===== src/rtl/reg_file_fwd.sv =====
// Architectural register file with per-port forward-select generation and a dedicated R0 write path.
// Optional: define REG_FILE_RST_CLEAR_EN to clear the array on rst; otherwise the array has no reset.
module reg_file_fwd #(
    parameter int REG_DATA_WIDTH    = 16,
    parameter int REG_NUM_WIDTH     = 4,
    parameter int REG_FORWARD_WIDTH = 2,
    parameter int NUM_REGISTERS     = 16,
    parameter logic [REG_FORWARD_WIDTH-1:0] REG_FORWARD_REG_FILE = 2'b00,
    parameter logic [REG_FORWARD_WIDTH-1:0] REG_FORWARD_WB       = 2'b01,
    parameter logic [REG_FORWARD_WIDTH-1:0] REG_FORWARD_R0       = 2'b10
) (
    input  logic                         clk,
    input  logic                         rst,
    input  logic [REG_NUM_WIDTH-1:0]     ra_num,
    input  logic [REG_NUM_WIDTH-1:0]     rb_num,
    input  logic                         wr_en,
    input  logic [REG_NUM_WIDTH-1:0]     wr_num,
    input  logic [REG_DATA_WIDTH-1:0]    wr_data,
    input  logic                         r0_wr_en,
    input  logic [REG_DATA_WIDTH-1:0]    r0_wr_data,
    output logic [REG_DATA_WIDTH-1:0]    ra_data,
    output logic [REG_DATA_WIDTH-1:0]    rb_data,
    output logic [REG_FORWARD_WIDTH-1:0] ra_forward,
    output logic [REG_FORWARD_WIDTH-1:0] rb_forward,
    output logic [REG_DATA_WIDTH-1:0]    wrd,
    output logic [REG_DATA_WIDTH-1:0]    r0d,
    output logic                         wr_exception
);

    // One extra bit so NUM_REGISTERS == 2**REG_NUM_WIDTH is representable.
    localparam logic [REG_NUM_WIDTH:0] NUM_REGS_W = (REG_NUM_WIDTH+1)'(NUM_REGISTERS);

    logic [REG_DATA_WIDTH-1:0] regs [NUM_REGISTERS];

    logic wr_in_range;
    logic ra_in_range;
    logic rb_in_range;

    assign wr_in_range = ({1'b0, wr_num} < NUM_REGS_W);
    assign ra_in_range = ({1'b0, ra_num} < NUM_REGS_W);
    assign rb_in_range = ({1'b0, rb_num} < NUM_REGS_W);

    function automatic logic [REG_FORWARD_WIDTH-1:0] fwd_sel(
        input logic                     in_reset,
        input logic                     r0_en,
        input logic                     wb_en,
        input logic                     wb_ok,
        input logic [REG_NUM_WIDTH-1:0] wb_num,
        input logic [REG_NUM_WIDTH-1:0] rd_num
    );
        logic [REG_FORWARD_WIDTH-1:0] sel;
        sel = REG_FORWARD_REG_FILE;
        if (!in_reset) begin
            if (r0_en && (rd_num == '0))
                sel = REG_FORWARD_R0;
            else if (wb_en && wb_ok && (wb_num == rd_num))
                sel = REG_FORWARD_WB;
        end
        return sel;
    endfunction

    always_comb begin
        ra_forward = fwd_sel(rst, r0_wr_en, wr_en, wr_in_range, wr_num, ra_num);
        rb_forward = fwd_sel(rst, r0_wr_en, wr_en, wr_in_range, wr_num, rb_num);
    end

    assign ra_data = ra_in_range ? regs[ra_num] : '0;
    assign rb_data = rb_in_range ? regs[rb_num] : '0;
    assign wrd     = wr_data;
    assign r0d     = r0_wr_data;

    // The R0 port assignment comes last so it overrides a same-cycle writeback to R0.
`ifdef REG_FILE_RST_CLEAR_EN
    always_ff @(posedge clk) begin
        if (rst) begin
            for (int i = 0; i < NUM_REGISTERS; i++)
                regs[i] <= '0;
        end else begin
            if (wr_en && wr_in_range)
                regs[wr_num] <= wr_data;
            if (r0_wr_en)
                regs[0] <= r0_wr_data;
        end
    end
`else
    always_ff @(posedge clk) begin
        if (!rst) begin
            if (wr_en && wr_in_range)
                regs[wr_num] <= wr_data;
            if (r0_wr_en)
                regs[0] <= r0_wr_data;
        end
    end
`endif

    always_ff @(posedge clk) begin
        if (rst)
            wr_exception <= 1'b0;
        else if (wr_en && !wr_in_range)
            wr_exception <= 1'b1;
    end

endmodule

===== config.mk =====
export PLATFORM = sky130hd
export DESIGN_NAME = reg_file_fwd
export DESIGN_NICKNAME = d
export VERILOG_FILES = /design/src/rtl/reg_file_fwd.sv
export SDC_FILE = /design/constraint.sdc
export NUM_CORES = 1
export LEC_CHECK = 0
export ABC_AREA = 1
export CAP_MARGIN = 25
export CORE_UTILIZATION = 25
export DETAILED_ROUTE_END_ITERATION = 7
export REMOVE_ABC_BUFFERS = 1
export SETUP_SLACK_MARGIN = 0.2
export SLEW_MARGIN = 20
export SYNTH_ARGS = -nofsm -noshare
export SYNTH_HDL_FRONTEND = slang
export SYNTH_SLANG_ARGS = --single-unit

===== constraint.sdc =====
create_clock -name clk -period 2.6 [get_ports clk]
set_input_delay 0.52 -clock clk [delete_from_list [all_inputs] [get_ports clk]]
set_output_delay 0.52 -clock clk [all_outputs]
set_load 0.1 [all_outputs]

**Word-level counts from Yosys, hierarchy flattened**

Memory sizes are Yosys's and may differ from the RTL's.
Cells that the tools add are included.

- Equal/unequal tests: 2
- Mux-type cells: 12
- Reduce and logical (&&, ||, !) cells: 6

Operators by type and width:

| kind | number |
|---|---|
| $eq 4x4->1 | 2 |
| $logic_not 4->1 | 2 |
| $mux 1 | 8 |
| $mux 2 | 4 |
| $logic_and 1x1->1 | 4 |

- Flip-flop bits (word level): 0
- Memories kept: 1
- Bits in writable memories: 256
- Input port bits: 48
- Output and inout bits: 69

Memory list:

| name | words | width | read ports | clocked after Yosys merged registers in | write ports | line | RTL |
|---|---|---|---|---|---|---|---|
| regs | 16 | 16 | 2 | 0 | 2 | 33 | `logic [REG_DATA_WIDTH-1:0] regs [NUM_REGISTERS];` |

**Depth between registers and ports, before layout**

Gate-level depths: netlist of run 1.

- Depth in word-level cells: 5
- Depth in mapped cells: 10
- Mapped depth without buffers: 8

**Least setup slack after synthesis of run 1**

OpenSTA, ideal clock, no wires.

- Path kind: input-to-output
- From: input port rb_num[0]
- To: output port rb_forward[0]
- Arrival: 2.446 ns
- Path slack: -0.366 ns
- Data required time: 2.080 ns
- Stages on the path: 6
- Cells stage by stage: buf_4 buf_4 buf_6 xnor2_1 nand4_1 nor2_1

- Word-level cells in the longest chain between the ends: 5
- Elaborated cells on any way between the ends: 7

Ends and longest elaborated chain:

| what | line | RTL |
|---|---|---|
| from (decl) | 15 | `input logic [REG_NUM_WIDTH-1:0] rb_num,` |
| $eq 4x4->1 | 56 | `else if (wb_en && wb_ok && (wb_num == rd_num))` |
| $logic_and 1x1->1 | 56 |  |
| $mux 1 | 56 |  |
| $mux 2 (*) | 54 | `if (r0_en && (rd_num == '0))` |
| $mux 2 (*) | 53 | `if (!in_reset) begin` |
| to (decl) | 24 | `output logic [REG_FORWARD_WIDTH-1:0] rb_forward,` |

Every way passes the cells marked *; elsewhere a longest branch is shown, timed or not.

**Worst setup path after layout of run 1**

- From: input port wr_en
- To: output port rb_forward[0]

- Word-level cells in the longest chain between the ends: 4

Ends and longest elaborated chain:

| what | line | RTL |
|---|---|---|
| from (decl) | 16 | `input logic wr_en,` |
| $logic_and 1x1->1 | 56 |  |
| $mux 1 | 56 |  |
| $mux 2 | 54 |  |
| $mux 2 | 53 |  |

No other way between the ends.

==> out/results.ini, run 1 <==
[floorplan]
start_util=0.2532
die-area_sq_um=58070
io_pins=117
rows=87
core_area_sq_um=56390
die_width_microns=241.0
die_h_microns=241.0

[timing]
finalSetupViolCount=0
fmax_mhz=414.3
finalHoldViolations=0
min_period_ps=2413
drv_slew=0
rsz0062_at_grt=true
fin_crit_sh=0.9282

[final_layout]
design_area_sq_um=18870
area_delta_synth_final_pct=32.20
nets=1909
fin_util=0.3347
largest_register_ffs=256
nFillCells=5682
regMostFlops=regs
antennaDiodeCount=0
top_regs=regs x256
drive_above_1_share=0.1601

[synth]
synth_edf_count=256
synth_common_cells=nand2_1 (604), nand3_1 (377), inv_1 (263), edfxtp_1 (256), buf_4 (51)
synthCells=1731
synth_area_sq_um=14280
synth_top_cells_by_area=edfxtp_1 (54%), nand2_1 (16%), nand3_1 (13%)
synth-seq-cells=256
yosys.area.top_type=edfxtp_1
synth_top_area_share=0.5384
yosys_warnings=0
yosysMostFrequentCell=nand2_1
ys_seq_area_frac=0.5384
ys_async_sr_fraction=0
syn_avg_cell_area_sq_um=8.248
synth_cell_type_count=28
ys.flop_type=edfxtp_1

[setup_path]
cp.arrival_ps=1890
startpoint_type=input pin
crit_path_frequent_cell=buf_4
crit_path_max_fanout=5
cpPeakStageDelay_ps=450
slowest_stage=clkdlybuf4s50_1
crit_chain=clkdlybuf4s50_1, inv_1, nor2_2, buf_4, nand4_1, nor2_1, buf_4, buf_12
path_buf_inv=5
end_kind=primary output
critPathKind=in2out
crit_family=buffers and inverters
crit_required_ps=2080

[routing]
top_layer=met5
ant_nets=0
drc=0
drt_iter0_drc=1471
num_vias=12626
routedWlPerCell_microns=18.93
drt-total-wl_microns=49910
dr.pass1.iters=6
wl_met1_microns=20290
viasPerCell=4.790
wl_met3_microns=4833
route.met2.wl_microns=22680

[pwr]
p_leak_nw=8.277
power_density_nw_per_um2=577.7
vdd_ir_drop_max_v=0.0004195

[clocking]
cts_buffer_depth=3
cts_tree=done
clock-sinks=256
htreeDepth=1
ctsHoldBuffers=0
numCtsBuffers=28
cts_root_buffer=clkbuf_16
clk_pin_slew_ps=60

[grt]
grt_overflow_total=0
grt_pass1_vias=12042
antenna_found_initial=1
grtUsageTotal=0.1616
grt_first_pass_wirelength_microns=70930
grt_start_max_net_pins=59

[hold_path]
hp-class=in2reg
min-delay-start=rst
hold_depth=4
min_to=regs[0][7]

[placement]
port_buffers=115
place_area_sq_um=17430
hpwl_microns=30300
gp_congestion=0.8677

[outcome]
outcome=completed

[job]
maxCapViolCount=0

==> worst max-delay path by stage <==
stage / end / depth (start not counted) / slack, ps / from
detailed placement: rb_forward[0] / 11 / -140 / rb_num[2]
floorplan: ra_forward[0] / 5 / -1000 / ra_num[1]
CTS: rb_forward[0] / 7 / 150 / rst
finish: rb_forward[0] / 8 / 190 / wr_en
global placement: rb_forward[0] / 11 / -150 / rb_num[2]
global route: rb_forward[0] / 7 / 150 / wr_num[2]
==> cells by family (layout without fill, tap and decap cells) <==
kind of cell / Yosys count / after routing / synth area share
compound gates: 43 / 43 / 0.01525
xor+xnor: 4 / 4 / 0.002454
buf+inv: 400 / 549 / 0.1304
flops: 256 / 256 / 0.5384
mux: 16 / 16 / 0.01262
other cells: 1 / 1 / 0.0002627
simple gates: 1011 / 1011 / 0.3006
==> through the flow <==
step | std cells | setup WS, ps | power (W) | hold slack (ps) | setup TNS (ps)
after CTS | 2623 | 150.5 | 0.01084 | 774.0 | 0
final | 2636 | 186.6 | 0.01090 | 619.3 | 0
after floorplan | 1599 | -998.0 | 0.005653 | 618.9 | -8463
after global placement | 2572 | -145.8 | 0.006908 | 1341 | -1236
after detailed placement | 2572 | -136.0 | 0.006924 | 1336 | -943.6
after global routing | 2636 | 146.7 | 0.01120 | 654.3 | 0
==> final cells by class <==
cell class              instances  area [sq um]  share of cell area
flip-flops and latches        256          7687              0.4073
multi-input cells            1075          4878              0.2585
repair buffers                232          3438              0.1822
inverters                     268          1030             0.05456
well taps                     756         945.9             0.05012
clock buffers                  31         733.2             0.03885
clock inverters                18         161.4            0.008552
==> layer usage <==
metal  GRT usage  vias to the layer above
li1            -                     5809
met1      0.2114                     5935
met2      0.2582                      736
met3     0.02825                      144
met4     0.07633                        2
met5           0                        -
==> timing repair <==
action                                  4_1_cts  5_1_grt
resized for setup                            31       32
pin swaps                                     5        9
gates cloned                                  1       10
setup buffers                                 1        3
endpoints found under the setup margin       34       29
==> cell usage in the layout (no fill, tap or decap), drive strengths merged, types with 3 or more instances in the layout <==
cell type / Yosys / layout
bufinv: 0 / 3
buf: 120 / 178
a21oi: 11 / 11
dlygate4sd2: 0 / 3
inv: 267 / 266
dlymetal6s2s: 0 / 3
clkinv: 1 / 16
nand3: 377 / 377
nor2: 25 / 25
nand2: 606 / 606
xnor2: 3 / 3
clkdlybuf4s50: 0 / 35
o21ai: 31 / 31
edfxtp: 256 / 256
mux2: 16 / 16
clkbuf: 12 / 42
==> where the power goes <==
part / internal [W] / total (W) / switching (W)
logic: 0.000808 / 0.00235 / 0.00154
registers: 0.00461 / 0.00463 / 0.0000155
clock network: 0.00230 / 0.00392 / 0.00162
total: 0.00772 / 0.0109 / 0.00318
==> tightest hold or removal path: stages <==
cell and delay [ps]:
dlymetal6s2s_1 190, inv_1 80, nand2_2 110, mux2_2 160
No activity file was read; power rests on OpenSTA's default activity.
==> inputs of run 2 (changes only) <==
--- a/config.mk
+++ b/config.mk
@@ -7,6 +7,7 @@
 export LEC_CHECK = 0
 export ABC_AREA = 1
 export CAP_MARGIN = 25
+export CORE_ASPECT_RATIO = 1.1
 export CORE_UTILIZATION = 25
 export DETAILED_ROUTE_END_ITERATION = 7
 export REMOVE_ABC_BUFFERS = 1
==> constraint.sdc (replaced) <==
create_clock -name clk -period 2.5 [get_ports clk]
set_input_delay 0.5 -clock clk [delete_from_list [all_inputs] [get_ports clk]]
set_output_delay 0.5 -clock clk [all_outputs]
set_load 0.1 [all_outputs]
==> run 2 against run 1 <==
Against the previous run:
- combinational power up 2%
- clock power down 4%
- final cell count down 0.68%
- flip-flop and latch count unchanged
- critical path type unchanged
==> out/results.ini, run 2 (same netlist as run 1, synthesis figures left out) <==
[timing]
min_period_ps=2247
finalSetupViolCount=0
finalHoldViolations=0
rsz0062_at_grt=true
fin_tns_setup_ps=0
fmax_mhz=445.0
drv_slew=0
fin_crit_sh=0.8989

[pwr]
swShare=0.2983
vdd_ir_drop_max_v=0.0004564
p_int_w=0.007698
clkPwrFrac=0.344
combPwrFrac=0.217
p_leak_nw=8.109
power_density_nw_per_um2=590.8
power.switching_w=0.003273
seqPwrFrac=0.439

[grt]
grt_start_max_net_pins=87
antenna_found_initial=1
grt_overflow_total=0
grt_pass1_vias=12061
grt_first_pass_wirelength_microns=72710
grtUsageTotal=0.1634

[clocking]
clock-sinks=256
clk_pin_slew_ps=60
cts_buffer_depth=3
htreeDepth=1
ctsHoldBuffers=0
cts_root_buffer=clkbuf_16
cts_tree=done
numCtsBuffers=28

[placement]
hpwl_microns=30120
port_buffers=115
gp_congestion=0.8411

[final_layout]
regMostFlops=regs
drive_above_1_share=0.1580
regArea_sq_um=7687
nets=1901
top_regs=regs x256
multiInputGateArea_sq_um=4882
nFillCells=5760
area_delta_synth_final_pct=30.06
layout_commonest_cell=nand2_1
final_cell_mix=nand2_1 (578), nand3_1 (376), inv_1 (260), edfxtp_1 (256), buf_12 (102)
fin_util=0.3301
largest_register_ffs=256

[setup_path]
crit_chain=buf_2, buf_6, inv_6, nand2_4, buf_6, nor2_4, buf_12, nand2_1, nand2_1, a21oi_1, nand2_1, buf_12
startpoint_type=input pin
end_kind=primary output
crit_path_frequent_cell=nand2_1
slowest_stage=buf_12
cpPeakStageDelay_ps=190
crit_required_ps=2000
cp.arrival_ps=1750
critPathKind=in2out
crit_path_max_fanout=8

[floorplan]
core_area_sq_um=56250
die_width_microns=229.9
die-area_sq_um=58070
die_h_microns=252.6
rows=91
io_pins=117
start_util=0.2538

[routing]
drt-total-wl_microns=48920
dr.pass1.iters=6
num_vias=12574
drt_iter0_drc=1462
ant_nets=0
viasPerCell=4.803
routedWlPerCell_microns=18.69
drc=0

[job]
maxCapViolCount=0

[hold_path]
hp-class=in2reg

[outcome]
outcome=completed

## run 2: cell count changes in the layout (fill, tap and decap cells not counted), sizes merged
cell           previous run  this run
buf                     178       182
inv                     266       265
bufinv                    3         0
clkdlybuf4s15             1         0
dlymetal6s2s              3         2
diode                     0         1
clkinv                   16        17
bufbuf                    1         0
clkbuf                   42        37
## run 2: worst paths after layout
check / start / to / slack (ps) / depth (start not counted)
setup / recovery: rb_num[2] / rb_data[3] / 250 / 12
hold / removal: r0_wr_data[2] / regs[0][2] / 750 / 2
## run 2: what timing repair did
action / in CTS / in global routing
buffers inserted: 6 / 0
cloned: 0 / 2
pin swaps: 14 / 9
gates resized for setup: 69 / 24
endpoints found under the setup margin: 36 / 25
## run 2: metrics by stage
| stage | cell area [sq um] | cells | setup WS [ps] | total power (W) | hold slack (ps) |
|---|---|---|---|---|---|
| global placement | 17390 | 2559 | -555.4 | 0.007187 | 1306 |
| floorplan | 13430 | 1599 | -1058 | 0.005879 | 598.9 |
| global route | 18570 | 2618 | 174.7 | 0.01130 | 757.0 |
| detailed placement | 17390 | 2559 | -610.6 | 0.007204 | 1305 |
| CTS | 18440 | 2615 | 204.5 | 0.01097 | 738.3 |
| finish | 18570 | 2618 | 252.6 | 0.01097 | 749.3 |
## run 2: per-layer routing
layer | GRT usage | share of wire
met3 | 0.02426 | 0.089
met4 | 0.06282 | 0.034
met1 | 0.2208 | 0.42
met2 | 0.2625 | 0.46
met5 | 0 | 0
## run 2: final cells by class
| cell class | instances | share of cell area |
|---|---|---|
| flip-flops and latches | 256 | 0.4140 |
| multi-input cells | 1075 | 0.2629 |
| repair buffers | 224 | 0.1730 |
| inverters | 268 | 0.05599 |
| well taps | 744 | 0.05013 |
| clock buffers | 35 | 0.04029 |
| clock inverters | 15 | 0.003571 |
| diodes | 1 | 0.0001348 |
## run 2: worst max-delay path: cells and delay by family
family                 cells  cell delay, ps
AOI/OAI and AO/OA          1              40
and+or+nand+nor            5             430
buffers and inverters      6             760
## run 2: power by group through the flow
stage / clock (W) / sequential [W] / combinational (W)
detailed placement: 0 / 0.00491 / 0.00230
global route: 0.00398 / 0.00482 / 0.00251
global placement: 0 / 0.00490 / 0.00228
floorplan: 0 / 0.00490 / 0.000977
finish: 0.00377 / 0.00481 / 0.00239
CTS: 0.00380 / 0.00481 / 0.00236
